==> src/rtl/lcd_pkg.sv <==
// Shared types and constants for the HD44780 write sequencer.
package lcd_pkg;

  typedef enum logic [2:0] {
    ST_POWERUP,
    ST_LOAD,
    ST_SETUP,
    ST_PULSE,
    ST_HOLD,
    ST_WAIT,
    ST_IDLE
  } lcd_state_e;

  localparam logic [7:0] LCD_CMD_CLEAR     = 8'h01;
  localparam logic [7:0] LCD_CMD_ENTRY_INC = 8'h06;
  localparam logic [7:0] LCD_CMD_DISP_ON   = 8'h0C;
  localparam logic [7:0] LCD_CMD_FUNC_8B2L = 8'h38;
  localparam logic [7:0] LCD_CMD_LINE1     = 8'h80;
  localparam logic [7:0] LCD_CMD_LINE2     = 8'hC0;
  localparam logic [7:0] LCD_CMD_WAKE      = 8'h30;
  localparam logic [7:0] LCD_CMD_DISP_OFF  = 8'h08;

  localparam int INIT_LEN = 8;

  function automatic int max2(input int a, input int b);
    return (a > b) ? a : b;
  endfunction

  // Clear (0x01) and home (0x02/0x03) need the long execution wait.
  function automatic logic is_slow_cmd(input logic rs, input logic [7:0] data);
    return !rs && (data[7:2] == 6'd0);
  endfunction

endpackage

==> src/rtl/lcd_init_rom.sv <==
// Power-up command sequence for 8-bit, 2-line operation.
module lcd_init_rom
  import lcd_pkg::*;
(
  input  logic [2:0] idx_i,
  output logic [7:0] cmd_o
);

  always_comb begin
    cmd_o = LCD_CMD_WAKE;
    case (idx_i)
      3'd0, 3'd1, 3'd2: cmd_o = LCD_CMD_WAKE;
      3'd3:             cmd_o = LCD_CMD_FUNC_8B2L;
      3'd4:             cmd_o = LCD_CMD_DISP_OFF;
      3'd5:             cmd_o = LCD_CMD_CLEAR;
      3'd6:             cmd_o = LCD_CMD_ENTRY_INC;
      default:          cmd_o = LCD_CMD_DISP_ON;
    endcase
  end

endmodule

==> src/rtl/lcd_write_sequencer.sv <==
// HD44780 8-bit write engine: autonomous init, then valid/ready byte writes.
// Define LCD_LINE_WRAP_EN to insert line-2 / line-1 address commands every 16 chars.
module lcd_write_sequencer
  import lcd_pkg::*;
#(
  parameter int POWERUP_CYC    = 750000,
  parameter int SETUP_CYC      = 4,
  parameter int EN_CYC         = 25,
  parameter int HOLD_CYC       = 4,
  parameter int WAIT_CYC       = 2000,
  parameter int CLEAR_WAIT_CYC = 82000
) (
  input  logic       clk,
  input  logic       rst,
  input  logic       in_valid,
  output logic       in_ready,
  input  logic       in_rs,
  input  logic [7:0] in_data,
  output logic       lcd_en,
  output logic       lcd_on,
  output logic       lcd_rs,
  output logic       lcd_rw,
  output logic [7:0] lcd_data,
  output logic       init_done
);

  localparam int MAXC = max2(max2(max2(POWERUP_CYC, SETUP_CYC), max2(EN_CYC, HOLD_CYC)),
                             max2(WAIT_CYC, CLEAR_WAIT_CYC));
  localparam int CW   = $clog2(MAXC + 1);

  localparam logic [CW-1:0] L_PWR   = CW'(POWERUP_CYC - 1);
  localparam logic [CW-1:0] L_SETUP = CW'(SETUP_CYC - 1);
  localparam logic [CW-1:0] L_EN    = CW'(EN_CYC - 1);
  localparam logic [CW-1:0] L_HOLD  = CW'(HOLD_CYC - 1);
  localparam logic [CW-1:0] L_WAIT  = CW'(WAIT_CYC - 1);
  localparam logic [CW-1:0] L_CLR   = CW'(CLEAR_WAIT_CYC - 1);

  lcd_state_e      state_q, state_d;
  logic [CW-1:0]   cnt_q, cnt_d;
  logic [2:0]      idx_q, idx_d;
  logic            done_q, done_d;
  logic            rs_q, rs_d;
  logic [7:0]      data_q, data_d;
  logic            en_q;
  logic [7:0]      rom_cmd;
  logic            cnt_zero;

`ifdef LCD_LINE_WRAP_EN
  logic [4:0]      col_q, col_d;
  logic            line1_q, line1_d;   // 32 chars written, next char goes back to line 1
  logic            pend_q, pend_d;     // a data byte waits behind an inserted command
  logic [7:0]      pdata_q, pdata_d;
`endif

  lcd_init_rom u_rom (
    .idx_i (idx_q),
    .cmd_o (rom_cmd)
  );

  assign cnt_zero  = (cnt_q == '0);
  assign in_ready  = (state_q == ST_IDLE) && done_q;
  assign lcd_en    = en_q;
  assign lcd_on    = 1'b1;
  assign lcd_rw    = 1'b0;
  assign lcd_rs    = rs_q;
  assign lcd_data  = data_q;
  assign init_done = done_q;

  always_comb begin
    state_d = state_q;
    cnt_d   = cnt_zero ? '0 : cnt_q - CW'(1);
    idx_d   = idx_q;
    done_d  = done_q;
    rs_d    = rs_q;
    data_d  = data_q;
`ifdef LCD_LINE_WRAP_EN
    col_d   = col_q;
    line1_d = line1_q;
    pend_d  = pend_q;
    pdata_d = pdata_q;
`endif
    case (state_q)
      ST_POWERUP: if (cnt_zero) state_d = ST_LOAD;
      ST_LOAD: begin
        if (!done_q) begin
          rs_d   = 1'b0;
          data_d = rom_cmd;
        end
`ifdef LCD_LINE_WRAP_EN
        else if (pend_q) begin
          rs_d   = 1'b1;
          data_d = pdata_q;
          pend_d = 1'b0;
        end
`endif
        state_d = ST_SETUP;
        cnt_d   = L_SETUP;
      end
      ST_SETUP: if (cnt_zero) begin state_d = ST_PULSE; cnt_d = L_EN;   end
      ST_PULSE: if (cnt_zero) begin state_d = ST_HOLD;  cnt_d = L_HOLD; end
      ST_HOLD: if (cnt_zero) begin
        state_d = ST_WAIT;
        cnt_d   = is_slow_cmd(rs_q, data_q) ? L_CLR : L_WAIT;
      end
      ST_WAIT: if (cnt_zero) begin
        if (!done_q) begin
          if (idx_q == 3'(INIT_LEN - 1)) begin
            done_d  = 1'b1;
            state_d = ST_IDLE;
          end else begin
            idx_d   = idx_q + 3'd1;
            state_d = ST_LOAD;
          end
        end
`ifdef LCD_LINE_WRAP_EN
        else if (pend_q) state_d = ST_LOAD;
`endif
        else state_d = ST_IDLE;
      end
      ST_IDLE: if (in_valid && in_ready) begin
        rs_d    = in_rs;
        data_d  = in_data;
        state_d = ST_SETUP;
        cnt_d   = L_SETUP;
`ifdef LCD_LINE_WRAP_EN
        if (in_rs) begin
          col_d = col_q + 5'd1;
          if (col_q == 5'd31) line1_d = 1'b1;
          if (col_q == 5'd16 || line1_q) begin
            // Strobe the address command first; the character follows via LOAD.
            rs_d    = 1'b0;
            data_d  = (col_q == 5'd16) ? LCD_CMD_LINE2 : LCD_CMD_LINE1;
            pend_d  = 1'b1;
            pdata_d = in_data;
            if (col_q != 5'd16) line1_d = 1'b0;
          end
        end else begin
          col_d   = 5'd0;
          line1_d = 1'b0;
        end
`endif
      end
      default: state_d = ST_POWERUP;
    endcase
  end

  always_ff @(posedge clk) begin
    if (rst) begin
      state_q <= ST_POWERUP;
      cnt_q   <= L_PWR;
      idx_q   <= 3'd0;
      done_q  <= 1'b0;
      rs_q    <= 1'b0;
      data_q  <= 8'h00;
      en_q    <= 1'b0;
`ifdef LCD_LINE_WRAP_EN
      col_q   <= 5'd0;
      line1_q <= 1'b0;
      pend_q  <= 1'b0;
      pdata_q <= 8'h00;
`endif
    end else begin
      state_q <= state_d;
      cnt_q   <= cnt_d;
      idx_q   <= idx_d;
      done_q  <= done_d;
      rs_q    <= rs_d;
      data_q  <= data_d;
      en_q    <= (state_d == ST_PULSE);
`ifdef LCD_LINE_WRAP_EN
      col_q   <= col_d;
      line1_q <= line1_d;
      pend_q  <= pend_d;
      pdata_q <= pdata_d;
`endif
    end
  end

endmodule
==> config.mk <==
export PLATFORM = sky130hd
export DESIGN_NAME = lcd_write_sequencer
export DESIGN_NICKNAME = d
export VERILOG_FILES = /design/src/rtl/lcd_pkg.sv /design/src/rtl/lcd_init_rom.sv /design/src/rtl/lcd_write_sequencer.sv
export SDC_FILE = /design/constraint.sdc
export NUM_CORES = 1
export LEC_CHECK = 0
export ABC_CLOCK_PERIOD_IN_PS = 5200
export BUFFER_PORTS_ARGS = -buffer_cell sky130_fd_sc_hd__buf_2
export CORE_ASPECT_RATIO = 1.5
export CORE_MARGIN = 2
export CORE_UTILIZATION = 57
export DETAILED_ROUTE_END_ITERATION = 8
export PLACE_DENSITY = 0.79
export SETUP_SLACK_MARGIN = 0.3
export SLEW_MARGIN = 15
export SYNTH_ARGS = -nofsm -noshare
export SYNTH_HDL_FRONTEND = slang
export SYNTH_SLANG_ARGS = --single-unit
==> constraint.sdc <==
create_clock -name clk -period 5.2 [get_ports clk]
set_clock_uncertainty 0.2 [all_clocks]
set_input_delay 0.26 -clock clk [delete_from_list [all_inputs] [get_ports clk]]
set_output_delay 0.26 -clock clk [all_outputs]
set_load 0.05 [all_outputs]
==> flow_summary.yaml, run 1 <==
status:
  status: "completed"
die:
  core.rowCount: 27
  io_pins: 26
  die_h_um: 78.3
  start_util_pct: 58.0
  core-area_um2: 3610
  fp.dieW_um: 53.5
  die_area_um2: 4190
sta:
  min_period_ns: 2.76
  setup_viol: 0
  worst_pin_slew_ns: 0.800
  finalSetupTns_ns: 0
  hold_viol: 0
  max_freq_mhz: 363
  slew_viol_final: 0
  max_slew_margin_pct: 46.6
  rsz0062_at_grt: "false"
  fin_crit_sh_pct: 53.0
cts:
  cts_root_buf: "clkbuf_8"
  cts_buffers: 5
  cts_tree: "done"
  cts_resized: 0
  postCtsSetupRepairBufs: 0
  clock-sinks: 37
  htree_levels: 2
  clk_latency_ns: 0.30
  clockBufferDepth: 2
  cts.clk_slew.worst_paths_ns: 0.08
logic_synthesis:
  yosysMostFrequentCell: "dfxtp_1"
  synth_seq_cells: 37
  ys_seq_area_share_pct: 35.3
  ys.flop_type: "dfxtp_1"
  yosys.area.top_type: "dfxtp_1"
  syn_area_um2: 2100
  yosys_warnings: 0
  synth_top_area_share_pct: 35.3
  yosys-top-cells-area: "dfxtp_1 35%, ha_1 4.8%, nor2_1 4.7%"
  syn_nets: 277
  synth-async-reset-ratio_pct: 0
  syn_inst: 257
  syn_area_per_cell_um2: 8.16
  synth_common_cells: "37 x dfxtp_1, 26 x nor2_1, 22 x nand2_1, 17 x o21ai_0, 14 x nand3_1"
  synth-edff-count: 0
  ys_types: 56
global_route:
  globalRouteTotalUtil_pct: 25.0
  grt_pass1_vias: 1773
  grt_max_degree: 23
  overflow: 0
  antenna_found_initial: 0
  grt_pass1_wl_um: 7760
critical_path:
  cpMaxStageDelayCell: "o21bai_1"
  r2r_start: "cnt_q[4]$_SDFF_PP0_"
  worstPathCellList: "or4_1, or2_1, o21bai_1, nor2_1, or3_1"
  cp.arrival_ns: 2.74
  startpoint_type: "register"
  cp_slowest_stage_delay_ns: 0.69
  worstSetupStartpoint: "cnt_q[4]$_SDFF_PP0_"
  crit_type: "register to register"
  end_kind: "register"
  cp_max_fo: 12
  crit_required_ns: 5.18
routing:
  drc: 0
  drt_pass1_iterations: 4
  ant_nets: 0
  num_vias: 1885
  drtIter0Drc: 36
  vias_per_cell: 5.95
  wl_per_cell_um: 15.1
  routed_wl_um: 4800
layout:
  nFillCells: 328
  drive_gt1_share_pct: 14.2
  finalNetCount: 293
  multi_input_area_um2: 1230
  areaGrowthSynthToFinish_pct: 10.0
  ff_latch_area_um2: 741
  antenna_cells: 0
power_and_ir_drop:
  pwr-share-clk_pct: 43.8
  seq_power_share_pct: 51.1
  netSwitchingFraction_pct: 22.7
  p_int_mw: 0.441
  peakVddDrop_mv: 0.227
  power_density_nw_per_um2: 247
  power_switching_mw: 0.129
  p_leak_nw: 0.877
  total_power_mw: 0.570
  combPwrFrac_pct: 5.1
placement:
  hpwl_um: 3510
  place_congestion: 0.879
  numPortBuffers: 23
hold_path:
  hp-class: "primary input to register"
  min_from: "in_rs"
run:
  max_cap_violations: 0
[worst max-delay path, delay by kind of cell, from the launching register on]
| kind | cells | cell delay, ns |
|---|---|---|
| simple gates | 4 | 1.43 |
| compound gates | 1 | 0.69 |
| flops | 1 | 0.33 |
[final timing paths]
| path | to | slack, ns | cells after the start |
|---|---|---|---|
| hold reg to reg | lcd_data[6]$_SDFFE_PP0P_ | 0.27 | 2 |
| setup / recovery | cnt_q[8]$_SDFF_PP1_ | 2.44 | 5 |
| setup reg to reg | cnt_q[8]$_SDFF_PP1_ | 2.44 | 5 |
| hold / removal | lcd_rs$_SDFFE_PP0P_ | 0.02 | 3 |
[power by group through the flow]
stage                     combinational [mW]  sequential, mW  clock (mW)
after global routing                  0.0321           0.292       0.265
after CTS                             0.0290           0.291       0.255
after floorplan                       0.0231           0.295           0
after global placement                0.0272           0.298           0
final                                 0.0291           0.291       0.250
after detailed placement              0.0275           0.298           0
[through the flow]
stage / hold WS [ns] / instance area (µm²) / instances / utilization [%] / worst slack [ns]
final: 0.0225 / 2310 / 317 / 63.8 / 2.44
after global routing: 0.0270 / 2310 / 317 / 63.8 / 2.22
after CTS: 0.0188 / 2310 / 317 / 63.8 / 2.46
after detailed placement: 0.257 / 2170 / 307 / 60.1 / 2.47
after global placement: 0.248 / 2170 / 307 / 60.1 / 2.52
after floorplan: 0.198 / 2100 / 257 / - / 2.97
[layout make-up]
type	instances	area share, %
inverters	9	1.46
clock buffers	5	2.98
flip-flops and latches	37	32.1
well taps	43	2.33
clock inverters	3	2.01
repair buffers	25	5.86
multi-input cells	195	53.3
[logic make-up after synthesis]
kind of cell / synth area share [%]
AO/OA/AOI/OAI: 14.6
flip-flops: 35.3
XOR/XNOR: 7.10
AND/OR/NAND/NOR: 30.3
multiplexers: 1.43
buffers and inverters: 6.08
adder cells (fa/ha/maj): 4.77
other: 0.358
[layout by cell type (no fill, tap or decap), drive strengths merged, types with 4 or more instances in the layout]
| cell type | synthesis | final |
|---|---|---|
| dfxtp | 37 | 37 |
| nor2 | 26 | 26 |
| buf | 4 | 23 |
| nand2 | 22 | 22 |
| o21ai | 18 | 18 |
| nand3 | 14 | 14 |
| nor3 | 12 | 12 |
| a21oi | 12 | 12 |
| xor2 | 10 | 10 |
| nor4 | 10 | 10 |
| inv | 9 | 9 |
| ha | 8 | 8 |
| xnor2 | 7 | 7 |
| or3 | 5 | 5 |
| clkbuf | 11 | 5 |
| nand4 | 4 | 4 |
[flip-flops by register name (all words and copies together) (netlist names)]
signal	flops
cnt_q	20
lcd_data	8
idx_q	3
state_q	3
init_done	1
lcd_en	1
lcd_rs	1
[metal layers]
| layer | vias up | track usage (%) | share of wire, % |
|---|---|---|---|
| li1 | 944 | - | - |
| met1 | 886 | 27.5 | 41 |
| met2 | 43 | 43.3 | 53 |
| met3 | 12 | 4.37 | 3.1 |
| met4 | 0 | 13.6 | 2.9 |
| met5 | - | 0 | 0 |
[repair_timing]
| action | in CTS | in global routing |
|---|---|---|
| hold endpoints to repair | 2 | 0 |
| hold buffers | 2 | 0 |
| endpoints found under the setup margin | 0 | 0 |
No activity file was read; power rests on OpenSTA's default activity.
==> run 2: changes to the inputs <==
--- a/config.mk
+++ b/config.mk
@@ -5,13 +5,14 @@
 export SDC_FILE = /design/constraint.sdc
 export NUM_CORES = 1
 export LEC_CHECK = 0
-export ABC_CLOCK_PERIOD_IN_PS = 5200
+export ABC_AREA = 1
+export ABC_CLOCK_PERIOD_IN_PS = 2400
 export BUFFER_PORTS_ARGS = -buffer_cell sky130_fd_sc_hd__buf_2
 export CORE_ASPECT_RATIO = 1.5
 export CORE_MARGIN = 2
-export CORE_UTILIZATION = 57
+export CORE_UTILIZATION = 53
 export DETAILED_ROUTE_END_ITERATION = 8
-export PLACE_DENSITY = 0.79
+export PLACE_DENSITY = 0.76
 export SETUP_SLACK_MARGIN = 0.3
 export SLEW_MARGIN = 15
 export SYNTH_ARGS = -nofsm -noshare
==> constraint.sdc (replaced) <==
create_clock -name clk -period 2.4 [get_ports clk]
set_clock_uncertainty 0.2 [all_clocks]
set_input_delay 0.12 -clock clk [delete_from_list [all_inputs] [get_ports clk]]
set_output_delay 0.12 -clock clk [all_outputs]
set_load 0.05 [all_outputs]
==> run 2 against run 1 <==
Compared with the run above:
- clock-buffer cell count up 2
- core utilization down 1.3 points
- highest routed layer unchanged
- clock power up 94%
- flip-flop and latch count unchanged
- area after synthesis up 11%
- via count up 21%
==> flow_summary.yaml, run 2 <==
status:
  status: "completed"
power_and_ir_drop:
  combPwrFrac_pct: 5.0
  p_leak_nw: 1.24
  total_power_mw: 1.16
  power_density_nw_per_um2: 438
  seq_power_share_pct: 53.4
  p_int_mw: 0.902
  netSwitchingFraction_pct: 22.5
  pwr-share-clk_pct: 41.6
  power_switching_mw: 0.261
  peakVddDrop_mv: 0.387
routing:
  num_vias: 2277
  ant_nets: 0
  drtIter0Drc: 75
  routed_wl_um: 5690
  drc: 0
  wl_per_cell_um: 13.6
  vias_per_cell: 5.43
  drt_pass1_iterations: 4
sta:
  finalSetupTns_ns: 0
  max_slew_margin_pct: 57.3
  setup_viol: 0
  slew_viol_final: 0
  rsz0062_at_grt: "false"
  hold_viol: 0
  min_period_ns: 1.89
  worst_pin_slew_ns: 0.639
  fin_crit_sh_pct: 78.6
  max_freq_mhz: 530
layout:
  drive_gt1_share_pct: 16.1
  antenna_cells: 0
  areaGrowthSynthToFinish_pct: 13.8
  design_area_um2: 2660
  largest_register: "cnt_q"
  multi_input_area_um2: 1400
  largest_reg_flops: 20
  final_common_cell: "nand2_1"
  ff_latch_area_um2: 741
  final_cell_mix: "73 x nand2_1, 45 x nor2_1, 37 x dfxtp_1, 36 x inv_1, 26 x nand3_1"
  nFillCells: 414
  finalNetCount: 392
cts:
  cts_root_buf: "clkbuf_8"
  cts_buffers: 5
  clk_latency_ns: 0.29
  cts_tree: "done"
  cts.clk_slew.worst_paths_ns: 0.08
  clock-sinks: 37
  clockBufferDepth: 2
  htree_levels: 2
die:
  die_area_um2: 4960
  start_util_pct: 55.0
  die_h_um: 85.3
  io_pins: 26
  fp.dieW_um: 58.2
  core-area_um2: 4250
  core.rowCount: 29
logic_synthesis:
  ys.flop_type: "dfxtp_1"
  synth-async-reset-ratio_pct: 0
  ys_seq_area_share_pct: 31.7
  yosys.area.top_type: "dfxtp_1"
  syn_nets: 361
  yosysMostFrequentCell: "nand2_1"
  synth-edff-count: 0
  yosys_warnings: 0
  synth_seq_cells: 37
  syn_area_um2: 2330
  ys_types: 37
  synth_top_area_share_pct: 31.7
  syn_area_per_cell_um2: 6.84
  yosys-top-cells-area: "dfxtp_1 32%, nand2_1 12%, nor2_1 7.4%"
  synth_common_cells: "73 x nand2_1, 46 x nor2_1, 37 x dfxtp_1, 37 x inv_1, 26 x nand3_1"
  syn_inst: 341
hold_path:
  min_from: "in_data[0]"
  hp-class: "primary input to register"
critical_path:
  end_kind: "output port"
  worstSetupStartpoint: "state_q[0]$_SDFF_PP0_"
  crit_required_ns: 2.08
  r2r_slack_ns: 0.53
  cp.arrival_ns: 1.57
  crit_type: "register to output port"
  cp_max_fo: 11
  r2r_start: "idx_q[0]$_SDFFE_PP0P_"
  startpoint_type: "register"
placement:
  place_congestion: 0.882
  hpwl_um: 4270
  numPortBuffers: 23
  postPlaceCellArea_um2: 2460
global_route:
  grt_pass1_vias: 2298
  grt_pass1_wl_um: 9940
  antenna_found_initial: 0
  overflow: 0
  globalRouteTotalUtil_pct: 25.6
  grt_max_degree: 21
run:
  max_cap_violations: 0
run 2: area by class of cell:
cell class	count	area share (%)
Multi-Input combinational cell	254	52.6
Inverter	43	6.17
Clock inverter	1	0.189
Timing Repair Buffer	31	7.35
Sequential cell	37	27.9
Clock buffer	7	3.63
Tap cell	46	2.17
run 2: final timing paths:
path,cells past startpoint,end
max,6,in_ready
min,5,lcd_data[0]$_SDFFE_PP0P_
max reg2reg,6,idx_q[0]$_SDFFE_PP0P_
min reg2reg,2,lcd_data[0]$_SDFFE_PP0P_
run 2: routing by layer:
metal | GRT usage, % | part of all wire (%) | up-vias
met5 | 0 | 0 | -
li1 | - | - | 1160
met2 | 46.3 | 55 | 60
met3 | 4.27 | 3.9 | 17
met4 | 14.2 | 3.8 | 0
met1 | 27.2 | 37 | 1040
run 2: metrics by stage:
step                      std cells  util [%]  hold slack (ns)  setup WS [ns]
after global placement          403      58.0            0.196          0.528
after global routing            419      62.5           0.0759          0.335
after floorplan                 341         -          -0.0105          0.475
final                           419      62.5           0.0214          0.515
after detailed placement        403      58.0            0.196          0.462
after CTS                       419      62.3           0.0157          0.447
run 2: cell families (layout without fill, tap and decap cells):
| kind of cell | Yosys count | count (layout) | share of synthesized area [%] |
|---|---|---|---|
| flip-flops | 37 | 37 | 31.7 |
| adder cells (fa/ha/maj) | 8 | 8 | 4.29 |
| other | 2 | 2 | 0.322 |
| AO/OA/AOI/OAI | 49 | 49 | 12.0 |
| buffers and inverters | 50 | 82 | 8.85 |
| XOR/XNOR | 16 | 16 | 6.01 |
| AND/OR/NAND/NOR | 179 | 179 | 36.8 |
run 2: worst max-delay path, stage by stage, from the launching register on:
cell and delay [ns]:
dfxtp_1 0.36, inv_2 0.10, nand2_2 0.08, nor2_4 0.25
inv_4 0.10, nor2_8 0.11, buf_2 0.27
run 2: power by group through the flow:
stage	logic (mW)	registers [mW]	clock network, mW
final	0.0585	0.620	0.484
after CTS	0.0572	0.620	0.493
after global routing	0.0641	0.621	0.516
after global placement	0.0471	0.635	0
after detailed placement	0.0470	0.635	0
after floorplan	0.0332	0.634	0
run 2: timing repair:
| item | in CTS | in global routing |
|---|---|---|
| setup endpoints to repair | 0 | 3 |
| setup buffers | 0 | 0 |
| hold buffers | 8 | 0 |
| endpoints found under the hold margin | 10 | 0 |
| gates resized for setup | 0 | 4 |
==> run 3: changes to the inputs <==
--- a/config.mk
+++ b/config.mk
@@ -5,14 +5,14 @@
 export SDC_FILE = /design/constraint.sdc
 export NUM_CORES = 1
 export LEC_CHECK = 0
-export ABC_AREA = 1
-export ABC_CLOCK_PERIOD_IN_PS = 2400
+export ABC_AREA = 0
+export ABC_CLOCK_PERIOD_IN_PS = 1800
 export BUFFER_PORTS_ARGS = -buffer_cell sky130_fd_sc_hd__buf_2
 export CORE_ASPECT_RATIO = 1.5
 export CORE_MARGIN = 2
-export CORE_UTILIZATION = 53
+export CORE_UTILIZATION = 57
 export DETAILED_ROUTE_END_ITERATION = 8
-export PLACE_DENSITY = 0.76
+export PLACE_DENSITY = 0.79
 export SETUP_SLACK_MARGIN = 0.3
 export SLEW_MARGIN = 15
 export SYNTH_ARGS = -nofsm -noshare
==> constraint.sdc (replaced) <==
create_clock -name clk -period 1.8 [get_ports clk]
set_clock_uncertainty 0.2 [all_clocks]
set_input_delay 0.09 -clock clk [delete_from_list [all_inputs] [get_ports clk]]
set_output_delay 0.09 -clock clk [all_outputs]
set_load 0.05 [all_outputs]
==> run 3 against run 2 <==
Compared with the run above:
- the run now ends with negative setup slack left
- sequential power increased by 36%
- hold slack improved by 0.039 ns
- first-iteration DRC count increased to 3.1 times the previous value
- final area increased by 22%
- sequential share of layout area decreased by 4.7 points
- final cell count decreased by 5.0%
- register-to-register slack got worse by 1.0 ns
- critical endpoint is now state_q[2]$_SDFF_PP0_
- highest routed layer unchanged
==> flow_summary.yaml, run 3 (synthesis gave the netlist of run 1 again) <==
layout:
  multi_input_area_um2: 1500
  final_cell_mix: "64 x buf_4, 29 x dfxtp_1, 24 x nor2_1, 22 x nand2_1, 22 x buf_2"
  nFillCells: 149
  areaGrowthSynthToFinish_pct: 54.2
  ff_latch_area_um2: 751
  drive_gt1_share_pct: 44.5
  instances_no_fill: 398
  final_common_cell: "buf_4"
  final_util_pct: 89.4
  antenna_cells: 0
  finalNetCount: 374
  largest_register: "cnt_q"
  design_area_um2: 3230
  largest_reg_flops: 20
cts:
  clock-sinks: 37
  clockBufferDepth: 2
  cts_tree: "done"
  cts_root_buf: "clkbuf_8"
  cts_buffers: 5
  htree_levels: 2
  clk_latency_ns: 0.30
  cts.clk_slew.worst_paths_ns: 0.08
die:
  die_h_um: 78.3
  start_util_pct: 58.0
  core.rowCount: 27
  fp.dieW_um: 53.5
  core-area_um2: 3610
  io_pins: 26
  die_area_um2: 4190
placement:
  postPlaceCellArea_um2: 2720
  post-place-ws_ns: -0.399
  dp_cells: 370
  hpwl_um: 4480
  place_congestion: 0.981
  numPortBuffers: 23
critical_path:
  cp_slowest_stage_delay_ns: 0.45
  r2r_slack_ns: -0.47
  worstSetupStartpoint: "cnt_q[13]$_SDFF_PP1_"
  cpMaxStageDelayCell: "nor4_1"
  startpoint_type: "register"
  crit_buf_inv: 2
  crit_family: "simple AND/OR/NAND/NOR gates"
  crit_top_cell: "buf_4"
  crit_path_end: "state_q[2]$_SDFF_PP0_"
  rr_endpoint: "state_q[2]$_SDFF_PP0_"
  cp.arrival_ns: 2.30
  crit_required_ns: 1.83
  worstPathCellList: "nor4_4, buf_4, nand4_1, buf_4, nor4_1, o311a_1"
  r2r_start: "cnt_q[13]$_SDFF_PP1_"
  end_kind: "register"
  cp.depth: 6
  ff2ff_path_depth: 6
  cp_max_fo: 3
  crit_type: "register to register"
sta:
  max_slew_margin_pct: 65.7
  worst_pin_slew_ns: 0.514
  setup_viol: 37
  hold_ws_ns: 0.0606
  fin_ws_ns: -0.471
  slew_viol_final: 0
  fin_crit_sh_pct: 126
  min_period_ns: 2.27
  finalSetupTns_ns: -9.28
  rsz0062_at_grt: "true"
  hold_viol: 0
  max_freq_mhz: 440
routing:
  wl_per_cell_um: 23.5
  drt_pass1_iterations: 5
  num_vias: 2692
  vias_per_cell: 6.76
  routed_wl_um: 9370
  drc: 0
  ant_nets: 0
  drtIter0Drc: 233
global_route:
  grt_max_degree: 16
  grt_pass1_vias: 2510
  antenna_found_initial: 0
  grt_pass1_wl_um: 11800
  overflow: 0
  globalRouteTotalUtil_pct: 38.7
power_and_ir_drop:
  power_density_nw_per_um2: 490
  peakVddDrop_mv: 0.546
  total_power_mw: 1.59
  p_leak_nw: 1.33
hold_path:
  hp-class: "primary input to register"
status:
  status: "complete, but fails checks"
  violations: "negative setup slack"
run:
  max_cap_violations: 0
## run 3: power by group
part	total, mW	internal (mW)	switching (mW)
Clock	0.591	0.269	0.322
Sequential	0.841	0.828	0.0130
Combinational	0.153	0.0646	0.0887
## run 3: worst min-delay path by stage
stage | from | endpoint | slack (ns) | cells after the start
2_1_floorplan | in_data[4] | lcd_data[4]$_SDFFE_PP0P_ | 0.03 | 2
3_3_place_gp | in_data[5] | lcd_data[5]$_SDFFE_PP0P_ | 0.14 | 3
3_5_place_dp | in_data[5] | lcd_data[5]$_SDFFE_PP0P_ | 0.15 | 3
4_1_cts | in_data[2] | lcd_data[2]$_SDFFE_PP0P_ | 0.01 | 5
5_1_grt | rst | lcd_data[7]$_SDFFE_PP0P_ | 0.09 | 3
6_report | in_data[2] | lcd_data[2]$_SDFFE_PP0P_ | 0.06 | 5
## run 3: area by class of cell
class                   count  share of cell area (%)
clock buffers               6                    2.24
clock inverters             2                   0.310
inverters                   9                    1.04
multi-input cells         195                    46.4
flip-flops and latches     37                    23.2
well taps                  43                    1.66
repair buffers            106                    25.2
## run 3: worst reg2reg max path: cells and delay by family (launching register included)
| family | cells | cell delay, ns |
|---|---|---|
| simple gates | 3 | 1.00 |
| compound gates | 1 | 0.25 |
| flops | 1 | 0.34 |
| buf+inv | 2 | 0.42 |
## run 3: what timing repair did
item / 4_1_cts / 5_1_grt
hold endpoints to repair: 12 / 0
setup endpoints to repair: 38 / 38
buffers inserted: 4 / 7
resized for setup: 39 / 24
hold buffers: 9 / 0
pin swaps: 11 / 9
## run 3: layer usage
layer  vias to the layer above  track usage, %  part of all wire, %
met4                         0            24.6                  8.8
met2                       252            67.0                   48
met3                        89            9.70                   10
li1                       1107               -                    -
met1                      1244            39.0                   33
met5                         -               0                    0
